**src/rtl/alu_sekw_if.sv**
```systemverilog
// Operand/result bundle for alu_sekw; the uzyjAcc line exists only when
// ALU_SEKW_ACC_EN is defined.
interface alu_sekw_if #(
   parameter int unsigned WIDTH = 8,
   parameter int unsigned OPW   = 3
);
   logic             start;
   logic [WIDTH-1:0] liczbaA;
   logic [WIDTH-1:0] liczbaB;
   logic [OPW-1:0]   wybor;
   logic             bitP;
`ifdef ALU_SEKW_ACC_EN
   logic             uzyjAcc;
`endif
   logic             busy;
   logic             gotowy;
   logic [WIDTH-1:0] wynik;
   logic [WIDTH-1:0] wynikH;
   logic             C;
   logic             EVEN;
   logic             Z;
   logic             OV;

   modport master (
`ifdef ALU_SEKW_ACC_EN
      output uzyjAcc,
`endif
      output start, liczbaA, liczbaB, wybor, bitP,
      input  busy, gotowy, wynik, wynikH, C, EVEN, Z, OV
   );

   modport slave (
`ifdef ALU_SEKW_ACC_EN
      input  uzyjAcc,
`endif
      input  start, liczbaA, liczbaB, wybor, bitP,
      output busy, gotowy, wynik, wynikH, C, EVEN, Z, OV
   );
endinterface

```
**src/rtl/alu_sekw.sv**
```systemverilog
// Registered WIDTH-bit ALU with start/busy/gotowy handshake and shift-add multiply.
// Optional accumulator operand source enabled by ALU_SEKW_ACC_EN.
module alu_sekw #(
   parameter int unsigned WIDTH = 8,
   parameter int unsigned OPW   = 3
) (
   input logic       clk,
   input logic       rst,
   alu_sekw_if.slave bus_io
);
   localparam int unsigned CntW = $clog2(WIDTH + 1);

   typedef enum logic [1:0] {StIdle, StMul, StDone} state_e;

   state_e             state_q;
   logic [WIDTH-1:0]   a_q, b_q;
   logic [OPW-1:0]     op_q;
   logic               bitp_q;
   logic [2*WIDTH-1:0] prod_q;
   logic [CntW-1:0]    cnt_q;
   logic               busy_q, gotowy_q;
   logic [WIDTH-1:0]   wynik_q, wynikh_q;
   logic               c_q, even_q, z_q, ov_q;
`ifdef ALU_SEKW_ACC_EN
   logic [WIDTH-1:0]   acc_q;
`endif

   logic [WIDTH:0]     add_w, sub_w, mac_w;
   logic [WIDTH-1:0]   res_w, res_h, op_a;
   logic               res_c, res_ov, accept;

   // Result of the captured operation; published on the edge that leaves StDone.
   always_comb begin
      add_w  = {1'b0, a_q} + {1'b0, b_q} + {{WIDTH{1'b0}}, bitp_q};
      sub_w  = {1'b0, a_q} - {1'b0, b_q} - {{WIDTH{1'b0}}, bitp_q};
      mac_w  = {1'b0, prod_q[2*WIDTH-1:WIDTH]} + (prod_q[0] ? {1'b0, a_q} : '0);
      res_w  = '0;
      res_h  = '0;
      res_c  = 1'b0;
      res_ov = 1'b0;
      case (op_q)
         3'b000: begin
            res_w  = add_w[WIDTH-1:0];
            res_c  = add_w[WIDTH];
            res_ov = (a_q[WIDTH-1] == b_q[WIDTH-1]) && (add_w[WIDTH-1] != a_q[WIDTH-1]);
         end
         3'b001: begin
            res_w  = sub_w[WIDTH-1:0];
            res_c  = sub_w[WIDTH];
            res_ov = (a_q[WIDTH-1] != b_q[WIDTH-1]) && (sub_w[WIDTH-1] != a_q[WIDTH-1]);
         end
         3'b010: res_w = a_q & b_q;
         3'b011: res_w = a_q | b_q;
         3'b100: res_w = a_q ^ b_q;
         3'b101: begin
            res_w  = {a_q[WIDTH-2:0], bitp_q};
            res_c  = a_q[WIDTH-1];
            res_ov = a_q[WIDTH-1] ^ a_q[WIDTH-2];
         end
         3'b110: begin
            res_w = {bitp_q, a_q[WIDTH-1:1]};
            res_c = a_q[0];
         end
         default: begin
            res_w  = prod_q[WIDTH-1:0];
            res_h  = prod_q[2*WIDTH-1:WIDTH];
            res_ov = |prod_q[2*WIDTH-1:WIDTH];
         end
      endcase
   end

   always_comb begin
      accept = bus_io.start && (state_q != StMul);
`ifdef ALU_SEKW_ACC_EN
      // Back-to-back issue must see the value being written into the accumulator now.
      if (bus_io.uzyjAcc) op_a = (state_q == StDone) ? res_w : acc_q;
      else                op_a = bus_io.liczbaA;
`else
      op_a = bus_io.liczbaA;
`endif
   end

   always_ff @(posedge clk or posedge rst) begin
      if (rst) begin
         state_q  <= StIdle;
         a_q      <= '0;
         b_q      <= '0;
         op_q     <= '0;
         bitp_q   <= 1'b0;
         prod_q   <= '0;
         cnt_q    <= '0;
         busy_q   <= 1'b0;
         gotowy_q <= 1'b0;
         wynik_q  <= '0;
         wynikh_q <= '0;
         c_q      <= 1'b0;
         even_q   <= 1'b1;
         z_q      <= 1'b1;
         ov_q     <= 1'b0;
`ifdef ALU_SEKW_ACC_EN
         acc_q    <= '0;
`endif
      end else begin
         gotowy_q <= 1'b0;
         if (state_q == StDone) begin
            gotowy_q <= 1'b1;
            wynik_q  <= res_w;
            wynikh_q <= res_h;
            c_q      <= res_c;
            ov_q     <= res_ov;
            z_q      <= (res_w == '0);
            even_q   <= ~^res_w;
`ifdef ALU_SEKW_ACC_EN
            acc_q    <= res_w;
`endif
         end
         if (state_q == StMul) begin
            prod_q <= {mac_w, prod_q[WIDTH-1:1]};
            cnt_q  <= cnt_q - 1'b1;
            if (cnt_q == CntW'(1)) begin
               state_q <= StDone;
               busy_q  <= 1'b0;
            end
         end else if (accept) begin
            a_q    <= op_a;
            b_q    <= bus_io.liczbaB;
            op_q   <= bus_io.wybor;
            bitp_q <= bus_io.bitP;
            // Multiplier sits in the low half and shifts out as the product shifts in.
            prod_q <= {{WIDTH{1'b0}}, bus_io.liczbaB};
            if (bus_io.wybor == 3'b111) begin
               state_q <= StMul;
               busy_q  <= 1'b1;
               cnt_q   <= CntW'(WIDTH);
            end else begin
               state_q <= StDone;
            end
         end else if (state_q == StDone) begin
            state_q <= StIdle;
         end
      end
   end

   assign bus_io.busy   = busy_q;
   assign bus_io.gotowy = gotowy_q;
   assign bus_io.wynik  = wynik_q;
   assign bus_io.wynikH = wynikh_q;
   assign bus_io.C      = c_q;
   assign bus_io.EVEN   = even_q;
   assign bus_io.Z      = z_q;
   assign bus_io.OV     = ov_q;
endmodule

```
**src/flat_wrapper.sv**
```systemverilog
// flat-port wrapper written by rule: the top's interface ports become plain ports
module alu_sekw_flat 
#(
   parameter int unsigned WIDTH = 8,
   parameter int unsigned OPW   = 3
)
  (clk, rst, bus_io_start, bus_io_liczbaA, bus_io_liczbaB, bus_io_wybor, bus_io_bitP, bus_io_busy, bus_io_gotowy, bus_io_wynik, bus_io_wynikH, bus_io_C, bus_io_EVEN, bus_io_Z, bus_io_OV);
  alu_sekw_if #(.WIDTH(WIDTH), .OPW(OPW)) bus_io_i ();
  input logic clk;
  input logic rst;
  input wire logic [$bits(bus_io_i.start)-1:0] bus_io_start;
  input wire logic [$bits(bus_io_i.liczbaA)-1:0] bus_io_liczbaA;
  input wire logic [$bits(bus_io_i.liczbaB)-1:0] bus_io_liczbaB;
  input wire logic [$bits(bus_io_i.wybor)-1:0] bus_io_wybor;
  input wire logic [$bits(bus_io_i.bitP)-1:0] bus_io_bitP;
  output wire logic [$bits(bus_io_i.busy)-1:0] bus_io_busy;
  output wire logic [$bits(bus_io_i.gotowy)-1:0] bus_io_gotowy;
  output wire logic [$bits(bus_io_i.wynik)-1:0] bus_io_wynik;
  output wire logic [$bits(bus_io_i.wynikH)-1:0] bus_io_wynikH;
  output wire logic [$bits(bus_io_i.C)-1:0] bus_io_C;
  output wire logic [$bits(bus_io_i.EVEN)-1:0] bus_io_EVEN;
  output wire logic [$bits(bus_io_i.Z)-1:0] bus_io_Z;
  output wire logic [$bits(bus_io_i.OV)-1:0] bus_io_OV;
  assign bus_io_i.start = bus_io_start;
  assign bus_io_i.liczbaA = bus_io_liczbaA;
  assign bus_io_i.liczbaB = bus_io_liczbaB;
  assign bus_io_i.wybor = bus_io_wybor;
  assign bus_io_i.bitP = bus_io_bitP;
  assign bus_io_busy = bus_io_i.busy;
  assign bus_io_gotowy = bus_io_i.gotowy;
  assign bus_io_wynik = bus_io_i.wynik;
  assign bus_io_wynikH = bus_io_i.wynikH;
  assign bus_io_C = bus_io_i.C;
  assign bus_io_EVEN = bus_io_i.EVEN;
  assign bus_io_Z = bus_io_i.Z;
  assign bus_io_OV = bus_io_i.OV;
  alu_sekw #(.WIDTH(WIDTH), .OPW(OPW)) u_core (.clk(clk), .rst(rst), .bus_io(bus_io_i));
endmodule
```
**config.mk**
```make
export PLATFORM = sky130hd
export DESIGN_NAME = alu_sekw_flat
export DESIGN_NICKNAME = d
export VERILOG_FILES = /design/src/rtl/alu_sekw_if.sv /design/src/rtl/alu_sekw.sv /design/src/flat_wrapper.sv
export SDC_FILE = /design/constraint.sdc
export NUM_CORES = 1
export LEC_CHECK = 0
export BUFFER_PORTS_ARGS = -buffer_cell sky130_fd_sc_hd__buf_4
export CORE_AREA = 2 2 112 114
export DETAILED_ROUTE_END_ITERATION = 12
export DIE_AREA = 0 0 114 116
export GPL_ROUTABILITY_DRIVEN = 0
export PLACE_DENSITY = 0.67
export SLEW_MARGIN = 40
export SYNTH_ARGS = -nofsm -noshare
export SYNTH_HDL_FRONTEND = slang
export SYNTH_SLANG_ARGS = --single-unit
```
**constraint.sdc**
```tcl
create_clock -name clk -period 4.1 [get_ports clk]
set_input_delay 0.205 -clock clk [delete_from_list [all_inputs] [get_ports clk]]
set_output_delay 0.205 -clock clk [all_outputs]
set_load 0.02 [all_outputs]
```
==> report_table.html, run 1 <==
<table>
<tr><th>Metric</th><th>Value</th></tr>
<tr><th colspan="2">Outcome</th></tr>
<tr><td>Run status</td><td>finished clean</td></tr>
<tr><th colspan="2">Timing</th></tr>
<tr><td>Worst clock skew</td><td>3.533 ps</td></tr>
<tr><td>Transition time of the tightest slew-check pin</td><td>693.7 ps</td></tr>
<tr><td>Achievable clock frequency</td><td>0.2745 GHz</td></tr>
<tr><td>Setup total negative slack</td><td>0 ps</td></tr>
<tr><td>Final setup violation count</td><td>0</td></tr>
<tr><td>RSZ-0062 raised after global routing</td><td>false</td></tr>
<tr><td>Clock period minus final worst setup slack</td><td>approximately 3600 ps</td></tr>
<tr><td>Final hold violations</td><td>0</td></tr>
<tr><td>Worst Hold Margin</td><td>approximately 79 ps</td></tr>
<tr><td>Max Slew Vio Count</td><td>0</td></tr>
<tr><td>Tcrit/Tclk final</td><td>88.85%</td></tr>
<tr><td>Relative slew slack</td><td>53.66%</td></tr>
<tr><th colspan="2">Critical path</th></tr>
<tr><td>Worst r2r path cells</td><td>13</td></tr>
<tr><td>Timing endpoint of the critical path</td><td>u_core.bus_io.EVEN</td></tr>
<tr><td>Slack of the worst reg-to-reg path</td><td>460 ps</td></tr>
<tr><td>Beginning of the critical path</td><td>u_core.a_q[0]</td></tr>
<tr><td>CP most frequent cell</td><td>xnor2_1</td></tr>
<tr><td>CP arrival</td><td>3900 ps</td></tr>
<tr><td>Worst path cell trace</td><td>fa_1 -&gt; inv_1 -&gt; ha_1 -&gt; o211ai_1 -&gt; nand3_1 -&gt; o311ai_0 -&gt; xnor2_1 -&gt; a2111oi_1 -&gt; o21bai_1 -&gt; ha_1 -&gt; xnor2_1 -&gt; xnor2_1 -&gt; mux2_2</td></tr>
<tr><td>Worst Setup Path Type</td><td>reg2reg</td></tr>
<tr><td>Data required time of the critical path</td><td>4360 ps</td></tr>
<tr><td>Levels on crit path</td><td>13</td></tr>
<tr><td>Type of element capturing the critical path</td><td>flop</td></tr>
<tr><td>Slowest stage cell, crit path</td><td>fa_1</td></tr>
<tr><td>Maximum net fanout on the critical path</td><td>7</td></tr>
<tr><td>Critical path startpoint category</td><td>flop</td></tr>
<tr><td>Worst Path Buf+Inv</td><td>1</td></tr>
<tr><td>Reg-to-Reg Start</td><td>u_core.a_q[0]</td></tr>
<tr><td>Kind of cell adding the most delay to the critical path</td><td>compound AO/OA/AOI/OAI gates</td></tr>
<tr><td>Destination of the worst register-to-register timing path</td><td>u_core.bus_io.EVEN</td></tr>
<tr><td>Peak per-stage delay on the critical path</td><td>570 ps</td></tr>
<tr><th colspan="2">Die</th></tr>
<tr><td>Initial Utilization</td><td>about two fifths</td></tr>
<tr><td>Die height</td><td>116 um</td></tr>
<tr><td>Area of the die</td><td>0.01322 mm2</td></tr>
<tr><td>Area of the placeable core</td><td>0.01191 mm2</td></tr>
<tr><td>Count of standard-cell rows</td><td>40</td></tr>
<tr><td>I/O pin count</td><td>45</td></tr>
<tr><td>Horizontal extent of the die</td><td>114 um</td></tr>
<tr><th colspan="2">Logic synthesis</th></tr>
<tr><td>Flip-flop and latch count after synthesis</td><td>64</td></tr>
<tr><td>Number of enable-type register cells in the synthesized netlist</td><td>0</td></tr>
<tr><td>Top flip-flop cell by instance count after synthesis</td><td>dfrtp_1</td></tr>
<tr><td>Synthesized area per cell</td><td>8.780 um2</td></tr>
<tr><td>Proportion of synthesized flip-flops having asynchronous set or reset</td><td>100.0%</td></tr>
<tr><td>Total of warnings raised by yosys</td><td>0</td></tr>
<tr><td>Sequential area share after synthesis</td><td>34.34%</td></tr>
<tr><td>Number of different library cells in the post-synthesis netlist</td><td>59</td></tr>
<tr><td>Synth Net Count</td><td>a little over 600</td></tr>
<tr><td>Netlist area before placement</td><td>between 0.004 and 0.005 mm2</td></tr>
<tr><td>Synth Instances</td><td>532</td></tr>
<tr><th colspan="2">Clocking</th></tr>
<tr><td>Num Clock Sinks</td><td>64</td></tr>
<tr><td>H-tree Lvls</td><td>3</td></tr>
<tr><td>Clock latency on the worst-skew pair</td><td>330 ps</td></tr>
<tr><td>Number of buffers created by CTS</td><td>9</td></tr>
<tr><td>Clock root buffer</td><td>clkbuf_16</td></tr>
<tr><td>Clock transition at the registers of the reported paths</td><td>60 ps</td></tr>
<tr><td>TritonCTS clock tree</td><td>done</td></tr>
<tr><td>Maximum number of buffers from clock root to sink</td><td>2</td></tr>
<tr><th colspan="2">Drt</th></tr>
<tr><td>Via count normalized by instance count</td><td>5.657</td></tr>
<tr><td>Routed wire length</td><td>12740 um</td></tr>
<tr><td>DRC violation total after the first TritonRoute iteration</td><td>240</td></tr>
<tr><td>Routed wire per std cell</td><td>17.58 um</td></tr>
<tr><td>Remaining design rule violation count</td><td>0</td></tr>
<tr><td>Total iterations of the first detailed-routing run</td><td>4</td></tr>
<tr><td>Antenna viol nets, final</td><td>0</td></tr>
<tr><td>Routed vias</td><td>4101</td></tr>
<tr><th colspan="2">Global route</th></tr>
<tr><td>First-pass GRT wire length</td><td>21430 um</td></tr>
<tr><td>Number of global-route vias before repair</td><td>roughly 4200</td></tr>
<tr><td>Maximum number of pins on one net before global-route repair</td><td>48</td></tr>
<tr><td>Global route overflow</td><td>0</td></tr>
<tr><td>Antenna violations before repair</td><td>0</td></tr>
<tr><td>Total Routing Usage GR</td><td>20.53%</td></tr>
<tr><th colspan="2">Hold path</th></tr>
<tr><td>Kind of path behind the tightest hold check</td><td>in2reg</td></tr>
<tr><th colspan="2">Place</th></tr>
<tr><td>Count of input and output buffers</td><td>44</td></tr>
<tr><td>Sum of net half-perimeters after detailed placement</td><td>around 9600 um</td></tr>
<tr><th colspan="2">Final layout</th></tr>
<tr><td>Area grow syn2layout</td><td>18.22%</td></tr>
<tr><td># nets final</td><td>646</td></tr>
<tr><td>Most common library cell in the layout ignoring fill and taps</td><td>dfrtp_1</td></tr>
<tr><td>Most used cells in the layout excluding fill and tap cells</td><td>62 x dfrtp_1, 56 x inv_1, 56 x nand2_1, 55 x o21ai_0, 53 x buf_4</td></tr>
<tr><td>Fraction of final layout cells sized beyond drive strength 1</td><td>between 15 and 20%</td></tr>
<tr><td>Number of diodes</td><td>0</td></tr>
<tr><td>Fillers</td><td>about 1200</td></tr>
<tr><th colspan="2">Power</th></tr>
<tr><td>Sequential cell fraction of total power</td><td>30.8%</td></tr>
<tr><td>Power share of the clock group</td><td>33.2%</td></tr>
<tr><td>Proportion of power drawn by combinational gates</td><td>roughly 36%</td></tr>
<tr><td>Switching power total</td><td>965.0 uW</td></tr>
<tr><td>Switching share of power</td><td>35.09%</td></tr>
<tr><td>Internal Power</td><td>roughly 1.8 mW</td></tr>
<tr><td>Worst ir drop on vdd</td><td>0.0002806 V</td></tr>
<tr><td>Cell Pwr Density</td><td>498.0 mW/mm2</td></tr>
<tr><td>Leak</td><td>between 2 and 3 nW</td></tr>
<tr><th colspan="2">Run</th></tr>
<tr><td>Max capacitance violation total</td><td>0</td></tr>
</table>
-- layout make-up --
cell class	instances	area [um2]	area share, %
multi-input combinational	387	2758	49.94
sequential	64	1604	29.05
timing repair buffer	54	407.9	7.387
clock buffer	10	239.0	4.328
inverter	57	214.0	3.875
tap	147	183.9	3.331
clock inverter	6	115.1	2.085
-- synth_stat cells (all sizes together) (3+ instances only) --
cell type | count | area share [%]
o21ai | 57 | 6.1
mux2i | 19 | 4.1
nor3 | 14 | 1.5
o21a | 6 | 0.96
fa | 4 | 1.7
o21bai | 5 | 0.80
nor2 | 19 | 1.5
a21oi | 19 | 2.0
a21o | 4 | 0.64
and2 | 8 | 1.1
nand2 | 56 | 4.5
a31oi | 8 | 1.1
a211oi | 3 | 0.48
nand3 | 18 | 2.0
and3 | 4 | 0.54
xnor2 | 13 | 2.4
o211ai | 7 | 1.1
dfrtp | 62 | 33
nor3b | 3 | 0.48
nand2b | 6 | 0.80
o2bb2ai | 3 | 0.56
buf | 11 | 1.3
nand4 | 3 | 0.40
o22ai | 13 | 1.7
nor4 | 3 | 0.40
mux2 | 6 | 1.4
xor2 | 4 | 0.75
clkbuf | 13 | 1.0
nor2b | 7 | 0.94
ha | 46 | 12
inv | 57 | 4.6
or3 | 3 | 0.51
-- how the worst min path moves through the flow --
stage,start,end,slack [ps],cells after the start
after detailed placement,rst,u_core.bus_io.busy,220,2
after global placement,rst,u_core.bus_io.busy,210,2
final,bus_io_liczbaA[1],u_core.a_q[1],80,3
after floorplan,bus_io_liczbaA[0],u_core.a_q[0],320,2
after CTS,bus_io_liczbaA[1],u_core.a_q[1],70,3
after global routing,bus_io_liczbaA[2],u_core.a_q[2],100,3
-- cells by family (layout without fill, tap and decap cells) --
logic type / Yosys count / after routing / synth area share [%]
simple gates: 146 / 146 / 15.00
buf+inv: 81 / 127 / 6.885
flops: 64 / 64 / 34.34
xor+xnor: 17 / 17 / 3.188
fa+ha+maj: 50 / 50 / 14.04
compound gates: 147 / 147 / 20.06
mux: 27 / 27 / 6.482
-- layer usage --
metal	up-vias	GRT usage, %	routed length [um]
li1	1958	-	-
met1	1969	27.41	5782
met2	139	31.94	5778
met3	35	4.289	727
met4	0	9.837	455
met5	-	0	0
-- worst reg2reg max path: cells and delay by family (launching register included) --
family          cells  cell delay (ps)
buf+inv             1               60
xor+xnor            3              450
compound gates      4             1170
simple gates        1              120
fa+ha+maj           3             1040
flops               1              470
mux                 1              270
-- power by group through the flow --
stage	registers, mW	clock network [mW]	logic [mW]
2_1_floorplan	0.875	0	0.653
3_3_place_gp	0.848	0	0.942
3_5_place_dp	0.855	0	0.973
4_1_cts	0.846	0.926	0.984
5_1_grt	0.859	0.953	1.10
6_report	0.848	0.912	0.991
-- through the flow --
| stage | setup slack [ps] | instance area (um2) | cells | utilization [%] | power [mW] |
|---|---|---|---|---|---|
| 2_1_floorplan | 897.0 | 4671 | 532 | - | 1.527 |
| 3_3_place_gp | 644.1 | 5147 | 708 | 43.21 | 1.790 |
| 3_5_place_dp | 552.9 | 5157 | 708 | 43.30 | 1.828 |
| 4_1_cts | 507.7 | 5522 | 725 | 46.36 | 2.756 |
| 5_1_grt | 230.2 | 5522 | 725 | 46.36 | 2.909 |
| 6_report | 457.0 | 5522 | 725 | 46.36 | 2.750 |
-- sequential cells by signal, summed over array words and instances (netlist names) --
| register | flops |
|---|---|
| u_core.bus_io.EVEN | 1 |
| u_core.bus_io.gotowy | 1 |
| u_core.bus_io.OV | 1 |
| u_core.a_q | 8 |
| u_core.prod_q | 16 |
| u_core.op_q | 3 |
| u_core.bus_io.Z | 1 |
| u_core.bus_io.wynikH | 8 |
| u_core.bus_io.wynik | 8 |
| u_core.bus_io.C | 1 |
| u_core.state_q | 2 |
| u_core.b_q | 8 |
| u_core.bitp_q | 1 |
| u_core.cnt_q | 4 |
| u_core.bus_io.busy | 1 |
-- timing repair --
item / 4_1_cts / 5_1_grt
buffers inserted: 0 / 0
resized for setup: 0 / 0
hold buffers: 1 / 0
hold endpoints to repair: 17 / 0
(Power assumes the default switching activity.)
==> run 2: changes to the inputs <==
CTS_BUF_LIST = sky130_fd_sc_hd__clkbuf_8   (was default)
==> report_table.html, run 2 (synthesis results as in run 1) <==
<table>
<tr><th>Metric</th><th>Value</th></tr>
<tr><th colspan="2">Global route</th></tr>
<tr><td>Total Routing Usage GR</td><td>around a fifth</td></tr>
<tr><td>Routing usage on met3</td><td>4.550%</td></tr>
<tr><td>Maximum number of pins on one net before global-route repair</td><td>48</td></tr>
<tr><td>Global route overflow</td><td>0</td></tr>
<tr><td>Antenna violations before repair</td><td>0</td></tr>
<tr><td>Number of global-route vias before repair</td><td>4192</td></tr>
<tr><td>First-pass GRT wire length</td><td>around 21000 um</td></tr>
<tr><td>M1 GR Usage</td><td>26.79%</td></tr>
<tr><td>Routing layer with the top usage in global route</td><td>met2</td></tr>
<tr><td>GR met2 Demand/Resource</td><td>between 30% and 40%</td></tr>
<tr><th colspan="2">Timing</th></tr>
<tr><td>Worst clock skew</td><td>7.436 ps</td></tr>
<tr><td>Final setup violation count</td><td>0</td></tr>
<tr><td>Max Slew Vio Count</td><td>0</td></tr>
<tr><td>Final hold violations</td><td>0</td></tr>
<tr><td>Transition time of the tightest slew-check pin</td><td>about 700 ps</td></tr>
<tr><td>Relative slew slack</td><td>between 50% and 60%</td></tr>
<tr><td>Clock period minus final worst setup slack</td><td>about 3600 ps</td></tr>
<tr><td>Setup total negative slack</td><td>0 ps</td></tr>
<tr><td>RSZ-0062 raised after global routing</td><td>false</td></tr>
<tr><td>Achievable clock frequency</td><td>0.2769 GHz</td></tr>
<tr><td>Tcrit/Tclk final</td><td>about nine tenths</td></tr>
<tr><th colspan="2">Die</th></tr>
<tr><td>Count of standard-cell rows</td><td>40</td></tr>
<tr><td>I/O pin count</td><td>45</td></tr>
<tr><td>Horizontal extent of the die</td><td>114 um</td></tr>
<tr><td>Die height</td><td>116 um</td></tr>
<tr><td>Initial Utilization</td><td>39.21%</td></tr>
<tr><td>Area of the die</td><td>0.01322 mm2</td></tr>
<tr><td>Area of the placeable core</td><td>0.01191 mm2</td></tr>
<tr><th colspan="2">Final layout</th></tr>
<tr><td>Register bank with the most flops</td><td>u_core.prod_q</td></tr>
<tr><td>Most used cells in the layout excluding fill and tap cells</td><td>62 x dfrtp_1, 56 x inv_1, 56 x nand2_1, 55 x o21ai_0, 53 x buf_4</td></tr>
<tr><td>Most common library cell in the layout ignoring fill and taps</td><td>dfrtp_1</td></tr>
<tr><td>Final core utilization</td><td>45.50%</td></tr>
<tr><td>Fraction of final layout cells sized beyond drive strength 1</td><td>15.22%</td></tr>
<tr><td># nets final</td><td>646</td></tr>
<tr><td>Flip-flop count of the largest register after layout</td><td>16</td></tr>
<tr><td>Area grow syn2layout</td><td>16.05%</td></tr>
<tr><td>Final cell count without fillers</td><td>725</td></tr>
<tr><td>Number of diodes</td><td>0</td></tr>
<tr><td>Fillers</td><td>1194</td></tr>
<tr><th colspan="2">Power</th></tr>
<tr><td>Switching share of power</td><td>36.96%</td></tr>
<tr><td>Proportion of power drawn by combinational gates</td><td>39.0%</td></tr>
<tr><td>Cell Pwr Density</td><td>466.5 mW/mm2</td></tr>
<tr><td>Worst ir drop on vdd</td><td>0.0002362 V</td></tr>
<tr><td>Switching power total</td><td>934.5 uW</td></tr>
<tr><td>Internal Power</td><td>between 1.5 and 2 mW</td></tr>
<tr><td>Total power draw</td><td>around 2.5 mW</td></tr>
<tr><td>Sequential cell fraction of total power</td><td>33.4%</td></tr>
<tr><td>Leak</td><td>roughly 2.5 nW</td></tr>
<tr><td>Power share of the clock group</td><td>27.6%</td></tr>
<tr><th colspan="2">Hold path</th></tr>
<tr><td>Cell count of the worst hold path</td><td>3</td></tr>
<tr><td>Kind of path behind the tightest hold check</td><td>in2reg</td></tr>
<tr><td>Source of the worst hold timing path</td><td>bus_io_liczbaA[1]</td></tr>
<tr><th colspan="2">Critical path</th></tr>
<tr><td>Worst r2r path cells</td><td>13</td></tr>
<tr><td>Data required time of the critical path</td><td>around 4400 ps</td></tr>
<tr><td>Worst Setup Path Type</td><td>reg2reg</td></tr>
<tr><td>CP arrival</td><td>a little under 4000 ps</td></tr>
<tr><td>Beginning of the critical path</td><td>u_core.a_q[0]</td></tr>
<tr><td>Reg-to-Reg Start</td><td>u_core.a_q[0]</td></tr>
<tr><td>Type of element capturing the critical path</td><td>flop</td></tr>
<tr><td>Maximum net fanout on the critical path</td><td>7</td></tr>
<tr><td>Critical path startpoint category</td><td>flop</td></tr>
<tr><th colspan="2">Clocking</th></tr>
<tr><td>Number of buffers created by CTS</td><td>9</td></tr>
<tr><td>Maximum number of buffers from clock root to sink</td><td>2</td></tr>
<tr><td>Num Clock Sinks</td><td>64</td></tr>
<tr><td>Clock transition at the registers of the reported paths</td><td>roughly 80 ps</td></tr>
<tr><td>H-tree Lvls</td><td>3</td></tr>
<tr><td>Clock root buffer</td><td>clkbuf_8</td></tr>
<tr><td>Clock latency on the worst-skew pair</td><td>350 ps</td></tr>
<tr><td>TritonCTS clock tree</td><td>done</td></tr>
<tr><th colspan="2">Drt</th></tr>
<tr><td>Total iterations of the first detailed-routing run</td><td>5</td></tr>
<tr><td>Routed wire length</td><td>12650 um</td></tr>
<tr><td>Routed vias</td><td>4112</td></tr>
<tr><td>Remaining design rule violation count</td><td>0</td></tr>
<tr><td>Routed wire per std cell</td><td>17.45 um</td></tr>
<tr><td>Via count normalized by instance count</td><td>~5.7</td></tr>
<tr><td>Antenna viol nets, final</td><td>0</td></tr>
<tr><td>DRC violation total after the first TritonRoute iteration</td><td>286</td></tr>
<tr><th colspan="2">Place</th></tr>
<tr><td>Cell count after placement</td><td>around 700</td></tr>
<tr><td>Sum of net half-perimeters after detailed placement</td><td>9565 um</td></tr>
<tr><td>Count of input and output buffers</td><td>44</td></tr>
<tr><th colspan="2">Outcome</th></tr>
<tr><td>Run status</td><td>finished clean</td></tr>
<tr><th colspan="2">Run</th></tr>
<tr><td>Max capacitance violation total</td><td>0</td></tr>
</table>
==> run 2: cell count changes in the layout (fill, tap and decap cells not counted) <==
cell	change
clkbuf_16	-9
clkbuf_8	+9
==> run 2: worst paths after layout <==
check                      slack (ps)                 end
hold / removal                     60       u_core.a_q[1]
setup reg to reg                  490  u_core.bus_io.EVEN
setup / recovery                  490  u_core.bus_io.EVEN
max in group asynchronous        2770     u_core.bus_io.C
hold reg to reg                   480     u_core.bus_io.Z
min in group asynchronous         380     u_core.cnt_q[0]
==> run 2: layout make-up <==
type	count	area (um2)	area share, %
multi-input cells	387	2758	50.88
flip-flops and latches	64	1604	29.59
repair buffers	54	407.9	7.525
clock inverters	6	115.1	2.124
clock buffers	10	137.6	2.539
inverters	57	214.0	3.947
well taps	147	183.9	3.393
==> run 2: layer usage <==
layer | vias up | wire (um)
met2 | 141 | 5755
li1 | 1950 | -
met3 | 38 | 723
met1 | 1983 | 5680
met4 | 0 | 491
met5 | - | 0
==> run 2: critical path, cell delays in order (launching register included) <==
cell and delay (ps):
dfrtp_1 480, fa_1 570, inv_1 60, ha_1 200, o211ai_1 280, nand3_1 120, o311ai_0 170, xnor2_1 150
a2111oi_1 510, o21bai_1 190, ha_1 270, xnor2_1 140, xnor2_1 120, mux2_2 280
==> run 2: per-stage QoR <==
stage,hold WS [ps],setup WS (ps),area [um2]
after global placement,208.1,644.1,5147
after detailed placement,223.8,552.9,5157
after floorplan,321.8,897.0,4671
after CTS,44.23,518.3,5420
final,56.46,488.0,5420
after global routing,69.05,232.4,5420
==> run 2: repair_timing <==
action | CTS | global route
endpoints found under the hold margin | 17 | 0
buffers inserted | 0 | 0
hold buffers | 1 | 0
setup endpoints to repair | 0 | 0
gates resized for setup | 0 | 0
==> run 2: power groups by stage <==
stage | clock network, mW | registers [mW] | logic [mW]
after detailed placement | 0 | 0.855 | 0.973
after global placement | 0 | 0.848 | 0.942
final | 0.698 | 0.845 | 0.986
after global routing | 0.732 | 0.857 | 1.10
after floorplan | 0 | 0.875 | 0.653
after CTS | 0.710 | 0.844 | 0.982
==> run 3: changes to the inputs <==
CELL_PAD_IN_SITES_DETAIL_PLACEMENT = 1   (was default)
CELL_PAD_IN_SITES_GLOBAL_PLACEMENT = 1   (was default)
PLACE_DENSITY = 0.75   (was 0.67)
==> report_table.html, run 3 (synthesis results as in run 1) <==
<table>
<tr><th>Metric</th><th>Value</th></tr>
<tr><th colspan="2">Critical path</th></tr>
<tr><td>Kind of cell adding the most delay to the critical path</td><td>compound AO/OA/AOI/OAI gates</td></tr>
<tr><td>Peak per-stage delay on the critical path</td><td>620 ps</td></tr>
<tr><td>Maximum net fanout on the critical path</td><td>4</td></tr>
<tr><td>Worst r2r path cells</td><td>13</td></tr>
<tr><td>Data required time of the critical path</td><td>4400 ps</td></tr>
<tr><td>Worst path cell trace</td><td>fa_1 -&gt; inv_1 -&gt; ha_1 -&gt; o211ai_1 -&gt; nand3_1 -&gt; o311ai_0 -&gt; xnor2_1 -&gt; a2111oi_1 -&gt; o21bai_1 -&gt; ha_1 -&gt; xnor2_1 -&gt; xnor2_1 -&gt; mux2_2</td></tr>
<tr><td>CP most frequent cell</td><td>xnor2_1</td></tr>
<tr><td>Reg-to-Reg Start</td><td>u_core.bitp_q</td></tr>
<tr><td>Slowest stage cell, crit path</td><td>fa_1</td></tr>
<tr><td>Critical path startpoint category</td><td>flop</td></tr>
<tr><td>Slack of the worst reg-to-reg path</td><td>about 550 ps</td></tr>
<tr><td>CP arrival</td><td>3850 ps</td></tr>
<tr><td>Destination of the worst register-to-register timing path</td><td>u_core.bus_io.EVEN</td></tr>
<tr><td>Type of element capturing the critical path</td><td>flop</td></tr>
<tr><td>Worst Setup Path Type</td><td>reg2reg</td></tr>
<tr><td>Worst Path Buf+Inv</td><td>1</td></tr>
<tr><th colspan="2">Die</th></tr>
<tr><td>Area of the placeable core</td><td>0.01191 mm2</td></tr>
<tr><td>Initial Utilization</td><td>39.21%</td></tr>
<tr><td>I/O pin count</td><td>45</td></tr>
<tr><td>Count of standard-cell rows</td><td>40</td></tr>
<tr><td>Horizontal extent of the die</td><td>roughly 110 um</td></tr>
<tr><td>Die height</td><td>116 um</td></tr>
<tr><td>Area of the die</td><td>0.01322 mm2</td></tr>
<tr><th colspan="2">Place</th></tr>
<tr><td>Count of input and output buffers</td><td>44</td></tr>
<tr><td>Sum of net half-perimeters after detailed placement</td><td>10530 um</td></tr>
<tr><td>Cell count after placement</td><td>slightly above 700</td></tr>
<tr><td>Total cell area at the placement stage</td><td>0.005142 mm2</td></tr>
<tr><th colspan="2">Drt</th></tr>
<tr><td>Total iterations of the first detailed-routing run</td><td>5</td></tr>
<tr><td>Routed vias</td><td>4107</td></tr>
<tr><td>Routed wire length</td><td>13920 um</td></tr>
<tr><td>Antenna viol nets, final</td><td>0</td></tr>
<tr><td>DRC violation total after the first TritonRoute iteration</td><td>226</td></tr>
<tr><td>Remaining design rule violation count</td><td>0</td></tr>
<tr><td>Routed wire per std cell</td><td>19.25 um</td></tr>
<tr><td>Via count normalized by instance count</td><td>5.680</td></tr>
<tr><th colspan="2">Global route</th></tr>
<tr><td>Antenna violations before repair</td><td>0</td></tr>
<tr><td>Global route overflow</td><td>0</td></tr>
<tr><td>First-pass GRT wire length</td><td>22840 um</td></tr>
<tr><td>Routing layer with the top usage in global route</td><td>met2</td></tr>
<tr><td>GR met2 Demand/Resource</td><td>37.38%</td></tr>
<tr><td>Number of global-route vias before repair</td><td>4299</td></tr>
<tr><td>Routing usage on met3</td><td>5.282%</td></tr>
<tr><td>Maximum number of pins on one net before global-route repair</td><td>38</td></tr>
<tr><td>M1 GR Usage</td><td>29.47%</td></tr>
<tr><td>Total Routing Usage GR</td><td>22.53%</td></tr>
<tr><th colspan="2">Hold path</th></tr>
<tr><td>Cell count of the worst hold path</td><td>3</td></tr>
<tr><td>Kind of path behind the tightest hold check</td><td>in2reg</td></tr>
<tr><td>Source of the worst hold timing path</td><td>bus_io_liczbaA[1]</td></tr>
<tr><td>Hold endpoint</td><td>u_core.a_q[1]</td></tr>
<tr><th colspan="2">Power</th></tr>
<tr><td>Power share of the clock group</td><td>approximately a quarter</td></tr>
<tr><td>Sequential cell fraction of total power</td><td>35.1%</td></tr>
<tr><td>Switching power total</td><td>around 930 uW</td></tr>
<tr><td>Switching share of power</td><td>about two fifths</td></tr>
<tr><td>Proportion of power drawn by combinational gates</td><td>between 40% and 50%</td></tr>
<tr><td>Leak</td><td>approximately 2.5 nW</td></tr>
<tr><td>Internal Power</td><td>1.494 mW</td></tr>
<tr><td>Total power draw</td><td>2.422 mW</td></tr>
<tr><td>Worst ir drop on vdd</td><td>0.0002533 V</td></tr>
<tr><td>Cell Pwr Density</td><td>between 400 and 500 mW/mm2</td></tr>
<tr><th colspan="2">Outcome</th></tr>
<tr><td>Run status</td><td>finished clean</td></tr>
<tr><th colspan="2">Final layout</th></tr>
<tr><td>Fraction of final layout cells sized beyond drive strength 1</td><td>14.76%</td></tr>
<tr><td>Area grow syn2layout</td><td>14.76%</td></tr>
<tr><td># nets final</td><td>~650</td></tr>
<tr><td>Number of diodes</td><td>0</td></tr>
<tr><td>Final std cell area, no fill</td><td>0.005360 mm2</td></tr>
<tr><td>Most common library cell in the layout ignoring fill and taps</td><td>dfrtp_1</td></tr>
<tr><td>Fillers</td><td>1428</td></tr>
<tr><td>Final core utilization</td><td>about 45%</td></tr>
<tr><td>Flip-flop count of the largest register after layout</td><td>16</td></tr>
<tr><td>Final cell count without fillers</td><td>723</td></tr>
<tr><td>Most used cells in the layout excluding fill and tap cells</td><td>62 x dfrtp_1, 57 x inv_1, 56 x nand2_1, 55 x o21ai_0, 52 x buf_4</td></tr>
<tr><td>Register bank with the most flops</td><td>u_core.prod_q</td></tr>
<tr><th colspan="2">Clocking</th></tr>
<tr><td>Clock transition at the registers of the reported paths</td><td>70 ps</td></tr>
<tr><td>H-tree Lvls</td><td>3</td></tr>
<tr><td>Number of buffers created by CTS</td><td>9</td></tr>
<tr><td>Num Clock Sinks</td><td>64</td></tr>
<tr><td>Clock latency on the worst-skew pair</td><td>360 ps</td></tr>
<tr><td>Post-CTS setup repair buffer count</td><td>0</td></tr>
<tr><td>TritonCTS clock tree</td><td>done</td></tr>
<tr><td>Clock root buffer</td><td>clkbuf_8</td></tr>
<tr><td>Maximum number of buffers from clock root to sink</td><td>2</td></tr>
<tr><th colspan="2">Timing</th></tr>
<tr><td>Transition time of the tightest slew-check pin</td><td>762.2 ps</td></tr>
<tr><td>Max Slew Vio Count</td><td>0</td></tr>
<tr><td>Tcrit/Tclk final</td><td>~87%</td></tr>
<tr><td>Setup total negative slack</td><td>0 ps</td></tr>
<tr><td>Worst clock skew</td><td>8.506 ps</td></tr>
<tr><td>Final hold violations</td><td>0</td></tr>
<tr><td>Clock period minus final worst setup slack</td><td>3553 ps</td></tr>
<tr><td>Final setup violation count</td><td>0</td></tr>
<tr><td>RSZ-0062 raised after global routing</td><td>false</td></tr>
<tr><td>Achievable clock frequency</td><td>0.2815 GHz</td></tr>
<tr><td>Relative slew slack</td><td>49.19%</td></tr>
<tr><th colspan="2">Run</th></tr>
<tr><td>Max capacitance violation total</td><td>0</td></tr>
</table>
run 3: cell types whose count changed in the layout (fill, tap and decap cells not counted), sizes merged:
| cell | delta |
|---|---|
| clkbuf | +2 |
| bufinv | -2 |
| inv | -1 |
| buf | -1 |
run 3: power by group through the flow:
stage	clock network, mW	logic, mW	registers, mW
after floorplan	0	0.653	0.875
after global placement	0	0.954	0.853
after detailed placement	0	0.984	0.862
after CTS	0.604	0.990	0.851
after global routing	0.624	1.10	0.866
final	0.584	0.987	0.851
run 3: timing repair:
item,4_1_cts,5_1_grt
gates resized for setup,0,0
hold endpoints to repair,0,36
hold buffers,0,1
run 3: metrics by stage:
| stage | setup WS, ps | hold WS [ps] |
|---|---|---|
| 2_1_floorplan | 897.0 | 321.8 |
| 3_3_place_gp | 623.0 | 408.1 |
| 3_5_place_dp | 553.0 | 419.6 |
| 4_1_cts | 523.7 | 26.53 |
| 5_1_grt | 239.3 | 50.44 |
| 6_report | 547.1 | 47.10 |
run 3: final cells by class:
| type | instances | area, um2 | share of cell area [%] |
|---|---|---|---|
| Clock buffer | 12 | 165.2 | 3.081 |
| Clock inverter | 3 | 41.29 | 0.7703 |
| Inverter | 57 | 215.2 | 4.015 |
| Multi-Input combinational cell | 387 | 2750 | 51.31 |
| Sequential cell | 64 | 1604 | 29.93 |
| Tap cell | 147 | 183.9 | 3.431 |
| Timing Repair Buffer | 53 | 400.4 | 7.470 |
run 3: worst max-delay path by stage:
stage	cells after the start	endpoint	startpoint
final	13	u_core.bus_io.EVEN	u_core.bitp_q
after global routing	13	u_core.bus_io.EVEN	u_core.bitp_q
after CTS	13	u_core.bus_io.EVEN	u_core.bitp_q
after detailed placement	13	u_core.bus_io.EVEN	u_core.bitp_q
after global placement	13	u_core.bus_io.EVEN	u_core.bitp_q
after floorplan	13	u_core.bus_io.EVEN	u_core.bitp_q
run 3: worst min-delay path, delay by kind of cell:
kind | cells | cell delay (ps)
AND/OR/NAND/NOR | 1 | 30
buffers and inverters | 1 | 70
AO/OA/AOI/OAI | 1 | 60
run 3: metal layers:
| metal | vias to the layer above | share of wire, % |
|---|---|---|
| met5 | - | 0 |
| met4 | 0 | 1.9 |
| met3 | 22 | 4.7 |
| met2 | 108 | 47 |
| met1 | 2028 | 47 |
| li1 | 1949 | - |
